### src/rtl/exe_pkg.sv
// Shared opcode constants and FSM state type for the EXE pipeline stage.
package exe_pkg;

  localparam logic [5:0] OP_ADD  = 6'h00;
  localparam logic [5:0] OP_SUB  = 6'h01;
  localparam logic [5:0] OP_MUL  = 6'h02;
  localparam logic [5:0] OP_SGT  = 6'h03;
  localparam logic [5:0] OP_OR   = 6'h04;
  localparam logic [5:0] OP_AND  = 6'h05;
  localparam logic [5:0] OP_XOR  = 6'h06;
  localparam logic [5:0] OP_SHL  = 6'h07;
  localparam logic [5:0] OP_BEQZ = 6'b110100;
  localparam logic [5:0] OP_BNEZ = 6'b110101;

  // opcode[IMM_BIT] selects the immediate as operand b
  localparam int IMM_BIT = 4;
  // opcode[5:2] pattern that selects next PC as operand a
  localparam logic [3:0] NPC_SEL = 4'b1101;

  typedef enum logic {
    IDLE     = 1'b0,
    MUL_BUSY = 1'b1
  } exe_state_t;

  function automatic logic is_mul_op(input logic [5:0] op);
    return !op[5] && (op[3:0] == OP_MUL[3:0]);
  endfunction

endpackage

### src/rtl/exe_mul_iter.sv
// Iterative shift-add multiplier: XLEN/MUL_CYCLES multiplier bits per cycle.
// With MUL_CYCLES=1 the product is purely combinational from a/b.
module exe_mul_iter #(
  parameter int XLEN       = 32,
  parameter int MUL_CYCLES = 4
) (
  input  logic            clk,
  input  logic            rst_n,
  input  logic            start,
  input  logic            hold,
  input  logic [XLEN-1:0] a,
  input  logic [XLEN-1:0] b,
  output logic            done,
  output logic [XLEN-1:0] product
);

  localparam int K  = XLEN / MUL_CYCLES;
  localparam int CW = (MUL_CYCLES > 1) ? $clog2(MUL_CYCLES) : 1;
  localparam logic [CW-1:0] LAST = CW'(MUL_CYCLES - 1);

  logic [XLEN-1:0] mcand_reg, mplier_reg, acc_reg;
  logic [CW-1:0]   cnt_reg;
  logic            busy_reg;
  logic [XLEN-1:0] step_mcand, step_mplier, step_acc, partial;

  always_comb begin
    step_mcand  = (MUL_CYCLES == 1) ? a  : mcand_reg;
    step_mplier = (MUL_CYCLES == 1) ? b  : mplier_reg;
    step_acc    = (MUL_CYCLES == 1) ? '0 : acc_reg;
    partial     = '0;
    for (int j = 0; j < K; j++) begin
      if (step_mplier[j]) partial = partial + (step_mcand << j);
    end
    product = step_acc + partial;
    done    = (MUL_CYCLES == 1) ? start : (busy_reg && (cnt_reg == LAST));
  end

  // The last chunk stays un-accumulated while held, so product remains stable.
  always_ff @(posedge clk or negedge rst_n) begin
    if (!rst_n) begin
      busy_reg   <= 1'b0;
      cnt_reg    <= '0;
      mcand_reg  <= '0;
      mplier_reg <= '0;
      acc_reg    <= '0;
    end else if (start && (MUL_CYCLES > 1)) begin
      busy_reg   <= 1'b1;
      cnt_reg    <= '0;
      mcand_reg  <= a;
      mplier_reg <= b;
      acc_reg    <= '0;
    end else if (busy_reg) begin
      if (cnt_reg == LAST) begin
        if (!hold) begin
          busy_reg <= 1'b0;
          cnt_reg  <= '0;
        end
      end else begin
        cnt_reg    <= cnt_reg + 1'b1;
        acc_reg    <= product;
        mcand_reg  <= mcand_reg << K;
        mplier_reg <= mplier_reg >> K;
      end
    end
  end

endmodule

### src/rtl/exe_stage_pipe.sv
// Execute stage: ALU, branch resolution and iterative multiply behind
// a valid/ready handshake on both the ID and MEM sides.
module exe_stage_pipe
  import exe_pkg::*;
#(
  parameter int XLEN       = 32,
  parameter int MUL_CYCLES = 4
) (
  input  logic            clk,
  input  logic            rst_n,
  input  logic            in_valid,
  output logic            in_ready,
  input  logic [XLEN-1:0] a_in,
  input  logic [XLEN-1:0] b_in,
  input  logic [XLEN-1:0] imm_in,
  input  logic [XLEN-1:0] npc_in,
  input  logic [31:0]     ir_in,
  output logic            out_valid,
  input  logic            out_ready,
  output logic [XLEN-1:0] alu_out,
  output logic [XLEN-1:0] b_out,
  output logic [XLEN-1:0] npc_out,
  output logic [31:0]     ir_out,
  output logic            br_taken,
  output logic            illegal
);

  localparam int SHW = $clog2(XLEN);

  exe_state_t      state_reg, state_next;
  logic [5:0]      opcode;
  logic [XLEN-1:0] op_a, op_b, res_next, npc_next, mul_product;
  logic            br_next, ill_next;
  logic            out_free, accept, mul_start, mul_done, load_direct, load_mul;
  logic [XLEN-1:0] pend_b_reg, pend_npc_reg;
  logic [31:0]     pend_ir_reg;

  assign out_free  = !out_valid || out_ready;
  assign in_ready  = rst_n && (state_reg == IDLE) && out_free;
  assign accept    = in_valid && in_ready;
  assign mul_start = accept && is_mul_op(opcode);

  assign load_direct = accept && !(is_mul_op(opcode) && (MUL_CYCLES > 1));
  assign load_mul    = (state_reg == MUL_BUSY) && mul_done && out_free;

  always_comb begin
    opcode   = ir_in[31:26];
    op_a     = (opcode[5:2] == NPC_SEL) ? npc_in : a_in;
    op_b     = opcode[IMM_BIT] ? imm_in : b_in;
    res_next = '0;
    ill_next = 1'b0;
    if (opcode[5]) begin
      res_next = op_a + op_b;
    end else begin
      case ({2'b00, opcode[3:0]})
        OP_ADD:  res_next = op_a + op_b;
        OP_SUB:  res_next = op_a - op_b;
        OP_MUL:  res_next = mul_product;
        OP_SGT:  res_next = {{(XLEN-1){1'b0}}, (op_a > op_b)};
        OP_OR:   res_next = op_a | op_b;
        OP_AND:  res_next = op_a & op_b;
        OP_XOR:  res_next = op_a ^ op_b;
        OP_SHL:  res_next = op_a << op_b[SHW-1:0];
        default: ill_next = 1'b1;
      endcase
    end
    br_next  = ((opcode == OP_BEQZ) && (a_in == '0)) ||
               ((opcode == OP_BNEZ) && (a_in != '0));
    npc_next = br_next ? res_next : npc_in;
  end

  exe_mul_iter #(
    .XLEN       (XLEN),
    .MUL_CYCLES (MUL_CYCLES)
  ) u_mul (
    .clk     (clk),
    .rst_n   (rst_n),
    .start   (mul_start),
    .hold    (!out_free),
    .a       (op_a),
    .b       (op_b),
    .done    (mul_done),
    .product (mul_product)
  );

  always_comb begin
    state_next = state_reg;
    case (state_reg)
      IDLE:     if (mul_start && (MUL_CYCLES > 1)) state_next = MUL_BUSY;
      MUL_BUSY: if (load_mul) state_next = IDLE;
      default:  state_next = IDLE;
    endcase
  end

  always_ff @(posedge clk or negedge rst_n) begin
    if (!rst_n) state_reg <= IDLE;
    else        state_reg <= state_next;
  end

  // Side-band fields of a multi-cycle multiply wait here until its product loads.
  always_ff @(posedge clk or negedge rst_n) begin
    if (!rst_n) begin
      pend_b_reg   <= '0;
      pend_npc_reg <= '0;
      pend_ir_reg  <= '0;
    end else if (mul_start) begin
      pend_b_reg   <= b_in;
      pend_npc_reg <= npc_in;
      pend_ir_reg  <= ir_in;
    end
  end

  always_ff @(posedge clk or negedge rst_n) begin
    if (!rst_n) begin
      out_valid <= 1'b0;
      alu_out   <= '0;
      b_out     <= '0;
      npc_out   <= '0;
      ir_out    <= '0;
      br_taken  <= 1'b0;
      illegal   <= 1'b0;
    end else if (load_direct) begin
      out_valid <= 1'b1;
      alu_out   <= res_next;
      b_out     <= b_in;
      npc_out   <= npc_next;
      ir_out    <= ir_in;
      br_taken  <= br_next;
      illegal   <= ill_next;
    end else if (load_mul) begin
      out_valid <= 1'b1;
      alu_out   <= mul_product;
      b_out     <= pend_b_reg;
      npc_out   <= pend_npc_reg;
      ir_out    <= pend_ir_reg;
      br_taken  <= 1'b0;
      illegal   <= 1'b0;
    end else if (out_ready) begin
      out_valid <= 1'b0;
    end
  end

endmodule

### config.mk
export PLATFORM = sky130hd
export DESIGN_NAME = exe_stage_pipe
export DESIGN_NICKNAME = d
export VERILOG_FILES = /design/src/rtl/exe_pkg.sv /design/src/rtl/exe_mul_iter.sv /design/src/rtl/exe_stage_pipe.sv
export SDC_FILE = /design/constraint.sdc
export NUM_CORES = 2
export LEC_CHECK = 0
export CORE_UTILIZATION = 50
export CTS_BUF_LIST = sky130_fd_sc_hd__clkbuf_8 sky130_fd_sc_hd__clkbuf_16
export CTS_CLUSTER_DIAMETER = 30
export DETAILED_ROUTE_END_ITERATION = 6
export PLACE_DENSITY = 0.68
export SLEW_MARGIN = 20
export SYNTH_ARGS = -nofsm -noshare
export SYNTH_HDL_FRONTEND = slang
export SYNTH_SLANG_ARGS = --single-unit
### constraint.sdc
create_clock -name clk -period 31.6 [get_ports clk]
set_input_delay 7.9 -clock clk [delete_from_list [all_inputs] [get_ports clk]]
set_output_delay 7.9 -clock clk [all_outputs]
set_load 0.005 [all_outputs]
======== Yosys cells after proc, flatten, opt, wreduce, memory -nomap -nowiden ========
Cells that the tools add are included.
operators by class
  add/subtract/negate cells ............... 11
  $lt $le $gt $ge ......................... 1
  equality and inequality tests ........... 13
  shifts and indexed selects .............. 1
  multiplexer cells ....................... 49
  bitwise logic cells ..................... 4
  reductions and logical operators ........ 25
operator list
  cell                number
  $mux 32             29
  $add 32x32->32      9
  $pmux 32 s8         1
  $and 32x32->32      1
  $gt 32x32->1        1
  $logic_not 32->1    1
  $or 32x32->32       1
  $reduce_bool 32->1  1
  $shl 32x5->32       1
  $sub 32x32->32      1
  $xor 32x32->32      1
  $eq 4x3->1 const B  4
  $mux 1              14
  $eq 6x6->1 const B  2
  $logic_and 1x1->1   11
  $eq 4x2->1 const B  2
  $mux 2              4
  $reduce_or 8->1     1
  $eq 4x1->1 const B  1
  $eq 4x4->1 const B  1
  $logic_not 4->1     1
  $reduce_and 2->1    2
  $reduce_bool 2->1   2
  $logic_not 1->1     3
  other kinds (8)     9
word-level totals
  register bits ........................... 327
  input port bits ......................... 164
  output and inout bits ................... 132
  logic and storage cells ................. 120

======== Depth between registers and ports, before layout ========
  word-level depth ........................ 20
  depth in mapped cells ................... 79

======== Cells and area by module ========
Synthesis repeated with hierarchy kept, for this count alone.
unflattened totals
  cells, all modules ...................... 4649
  area total of the unflattened synthesis .. 35850.6 um2
by module, submodules not included
  module          times used  cells each  area each (um2)
  exe_stage_pipe  1           2303        18213.7
  exe_mul_iter    1           2346        17636.9

======== Worst setup path before layout ========
Ideal clock, no wire load.
  kind .................................... in2out
  start point ............................. input out_ready
  end point ............................... output in_ready
  arrival time ............................ 8.250 ns
  setup slack ............................. 15.450 ns
  stages on the path ...................... 2
  cell sequence ........................... nand2b_1 and3b_1
on the way
  longest elaborated chain between the ends .. 2
RTL lines
  what               line                  RTL
  start, declared    exe_stage_pipe.sv:19  input logic out_ready,
  $logic_or 1x1->1   exe_stage_pipe.sv:38  assign out_free = !out_valid || out_ready;
  $logic_and 1x1->1  exe_stage_pipe.sv:39  assign in_ready = rst_n && (state_reg == IDLE) && out_free;
  end, declared      exe_stage_pipe.sv:12  output logic in_ready,
Every way passes these cells.

======== Final worst setup path ========
Ends and elaborated chain as after synthesis.

==> results.py <==
metrics = {
    "run_status": {
        "outcome": "finished clean",
    },
    "critical_path": {
        "critical_path.most_common_cell": "sky130_fd_sc_hd__clkdlybuf4s50_1",
        "critical-path-max-stage-delay_ns": 0.65,
        "startpoint_type": "input pin",
        "crit_path_start": "out_ready",
        "endpoint_class_of_the_critical_path": "output pin",
        "r2r_start": "u_mul.mplier_reg[0]",
        "crit_required_ns": 23.70,
        "worst_path_max_delay_cell": "sky130_fd_sc_hd__clkdlybuf4s50_1",
        "critical_path_cell_list": "clkdlybuf4s50_1 -> nand2b_1 -> and3b_1 -> clkdlybuf4s50_1",
        "worstPathMaxFanout": 4,
        "worst_ep_arrival_time_ns": 9.59,
        "path_class": "input pin to output pin",
    },
    "clock_tree": {
        "clk_root_buffer_cell": "sky130_fd_sc_hd__clkbuf_16",
        "tritoncts": "done",
        "cts.clk_slew.worst_paths_ns": 0.05,
        "cts_htree_levels": 2,
        "cts_post_setup_buffers_inserted": 0,
        "cts.sink_count": 327,
        "post_cts.resized_instances": 0,
        "postCtsHoldBufs": 0,
        "clock_insertion_delay_worst_skew_ns": 0.65,
        "cts.path.max_buffers": 3,
        "cts_buffers": 61,
    },
    "floorplanning": {
        "core.rowCount": 97,
        "dieArea_mm2": 0.0718,
        "floorplan.io_pins": 296,
        "die_width_um": 268,
        "floorplan_die_height_um": 268,
        "coreArea_mm2": 0.0700,
        "start_util_pct": 50.5,
    },
    "drt": {
        "ant_nets": 0,
        "first_pass_iters": 6,
        "post_drt_wl_per_cell_um": 23.8,
        "drc": 0,
        "vias_per_cell": 6.27,
        "drtIter0Drc": 3345,
        "routed-via-count": 36851,
        "wl_mm": 140,
    },
    "global_routing": {
        "grt_first_pass_wirelength_mm": 210,
        "vias_in_the_first_global_route": 35708,
        "grt_max_degree": 174,
        "grt_overflow_total": 0,
        "initial_antenna_violation_count": 3,
        "gr_usage_total_pct": 38.1,
    },
    "power": {
        "power_density_mw_per_mm2": 119,
        "seqPwrFrac_pct": 13.2,
        "power.switching_w": 0.00258,
        "vdd_drop_max_v": 0.0000820,
        "cellLeakagePower_nw": 20.1,
        "switching_share_pct": 52.2,
        "intPower_w": 0.00237,
        "pwr-share-clk_pct": 13.7,
        "total_power_w": 0.00495,
        "comb_power_share_pct": 73.1,
    },
    "finish": {
        "design.final.nets": 5384,
        "final_layout_fill_cell_count": 6581,
        "ff_latch_area_mm2": 0.00818,
        "synthToLayoutAreaGrowth_pct": 17.8,
        "stdcell_count": 5877,
        "drive_above_1_share_pct": 7.28,
        "multi_input_area_mm2": 0.0255,
    },
    "timing": {
        "max_slew_margin_pct": 17.4,
        "finalCritPeriodShare_pct": 55.3,
        "holdWs_ns": 0.472,
        "final_setup_fails": 0,
        "grt_setup_unrepaired": "false",
        "final-hold-violation-count": 0,
        "finalCriticalPeriod_ns": 17.49,
        "max_slew.worst_pin.slew_ns": 1.20,
        "setup_total_negative_slack_ns": 0,
        "worst_clock_skew_ns": 0.0425,
        "timing_max_transition_violations_final": 0,
        "max_freq_mhz": 57.2,
        "finalWorstSetupSlack_ns": 14.11,
    },
    "placed_design": {
        "dp_hpwl_mm": 105,
        "global_placement_routability_congestion": 1.07,
        "dpl_worst_slack_ns": 14.18,
        "port_buffers": 295,
        "numPlacedInstances": 5758,
    },
    "yosys": {
        "async_flop_share_pct": 100,
        "synth-main-ff-cell": "sky130_fd_sc_hd__dfrtp_1",
        "synth_enable_flop_cells": 0,
        "synth_cells": 4658,
        "syn_area_per_cell_um2": 7.59,
        "synth_seq_cells": 327,
        "post_synth_num_cell_types": 102,
        "number_of_warnings_printed_during_yosys_synthesis": 0,
        "synth_area_mm2": 0.0354,
        "synth_nets": 5161,
        "seq_area_frac_synth_pct": 23.1,
    },
    "worst_hold_path": {
        "worstHoldPathType": "register to register",
        "hold_wc_startpoint": "ir_out[21]",
    },
    "run": {
        "maxCapViolCount": 0,
    },
}
## path summary, 6_finish.rpt
check / end / slack (ns) / cells past startpoint
max in group asynchronous: u_mul.acc_reg[24] / 22.19 / 3
min in group asynchronous: ir_out[30] / 7.22 / 1
worst min register to register: ir_out[21] / 0.47 / 2
worst min-delay path: ir_out[21] / 0.47 / 2
worst max register to register: alu_out[31] / 15.46 / 65
worst max-delay path: in_ready / 14.11 / 4
## through the flow
step / util (%) / instance area, um2
finish: 59.5 / 41700
detailed placement: 56.4 / 39500
global route: 59.5 / 41700
CTS: 59.5 / 41600
global placement: 56.4 / 39500
floorplan: - / 35400
## worst max-delay path: cells and delay by family
family	cells	cell delay [ns]
buf+inv	2	1.15
simple gates	2	0.55
## cell type report
class	instances	area share, %
Multi-Input combinational cell	3862	61.2
Sequential cell	327	19.6
Timing Repair Buffer	416	9.29
Clock buffer	63	3.73
Tap cell	940	2.82
Inverter	213	1.92
Clock inverter	53	1.42
Antenna cell	3	0.0180
## power groups by stage
stage | Clock, W | Sequential [W] | Combinational (W)
6_report | 0.000678 | 0.000653 | 0.00362
5_1_grt | 0.000700 | 0.000663 | 0.00390
4_1_cts | 0.000681 | 0.000648 | 0.00353
3_5_place_dp | 0 | 0.000651 | 0.00351
3_3_place_gp | 0 | 0.000651 | 0.00347
2_1_floorplan | 0 | 0.000625 | 0.00242
## routing by layer
layer / track usage [%] / vias to the layer above / routed length [um]
li1: - / 17183 / -
met1: 45.5 / 17713 / 54300
met2: 63.0 / 1559 / 64900
met3: 7.40 / 392 / 11400
met4: 23.8 / 4 / 9390
met5: 0 / - / 25
## cells in the final DEF, fill, tap and decap left out, types with 18 or more instances in the layout
cell type                           n
sky130_fd_sc_hd__nand2_1          902
sky130_fd_sc_hd__a21oi_1          358
sky130_fd_sc_hd__ha_1             329
sky130_fd_sc_hd__dfrtp_1          327
sky130_fd_sc_hd__clkdlybuf4s50_1  292
sky130_fd_sc_hd__nor2_1           287
sky130_fd_sc_hd__o21ai_0          245
sky130_fd_sc_hd__inv_1            203
sky130_fd_sc_hd__mux2i_1          193
sky130_fd_sc_hd__xnor2_1          139
sky130_fd_sc_hd__buf_4            120
sky130_fd_sc_hd__a21o_1           118
sky130_fd_sc_hd__a22oi_1           94
sky130_fd_sc_hd__nand3_1           91
sky130_fd_sc_hd__and3_1            79
sky130_fd_sc_hd__xor2_1            75
sky130_fd_sc_hd__clkbuf_16         61
sky130_fd_sc_hd__a211oi_1          58
sky130_fd_sc_hd__a31oi_1           57
sky130_fd_sc_hd__nand2b_1          57
sky130_fd_sc_hd__nor3_1            55
sky130_fd_sc_hd__o21a_1            52
sky130_fd_sc_hd__and2_1            46
sky130_fd_sc_hd__mux2_2            44
sky130_fd_sc_hd__o21bai_1          40
sky130_fd_sc_hd__o31ai_1           35
sky130_fd_sc_hd__nand4_1           34
sky130_fd_sc_hd__nor2b_1           33
sky130_fd_sc_hd__o221ai_1          28
sky130_fd_sc_hd__o22ai_1           28
sky130_fd_sc_hd__o211ai_1          26
sky130_fd_sc_hd__nor4_1            23
sky130_fd_sc_hd__a221oi_1          22
sky130_fd_sc_hd__a221o_1           18
## cells in the mapped netlist (40+ instances only)
library cell               number  area (um2)
sky130_fd_sc_hd__nand2_1      902        3390
sky130_fd_sc_hd__xor2_1        75         657
sky130_fd_sc_hd__nor2_1       290        1090
sky130_fd_sc_hd__clkbuf_1     213         800
sky130_fd_sc_hd__a21o_1       118         886
sky130_fd_sc_hd__a22oi_1       94         706
sky130_fd_sc_hd__nor3_1        57         285
sky130_fd_sc_hd__a211oi_1      58         435
sky130_fd_sc_hd__and3_1        79         494
sky130_fd_sc_hd__o21bai_1      40         300
sky130_fd_sc_hd__nand3_1       92         460
sky130_fd_sc_hd__a21oi_1      359        1800
sky130_fd_sc_hd__o21a_1        52         390
sky130_fd_sc_hd__mux2i_1      197        1970
sky130_fd_sc_hd__xnor2_1      139        1220
sky130_fd_sc_hd__and2_1        46         288
sky130_fd_sc_hd__nand2b_1      58         363
sky130_fd_sc_hd__dfrtp_1      327        8180
sky130_fd_sc_hd__ha_1         329        4120
sky130_fd_sc_hd__a31oi_1       57         357
sky130_fd_sc_hd__inv_1        203         762
sky130_fd_sc_hd__o21ai_0      245        1230
sky130_fd_sc_hd__mux2_2        44         495
## kinds of logic after synthesis
family / share of synthesized area, %
and+or+nand+nor: 21.2
AOI/OAI and AO/OA: 25.8
buffers and inverters: 5.10
adders and majority gates: 12.2
DFF: 23.1
muxes: 7.12
xor gates and xnor gates: 5.43
No activity file was read; power rests on OpenSTA's default activity.
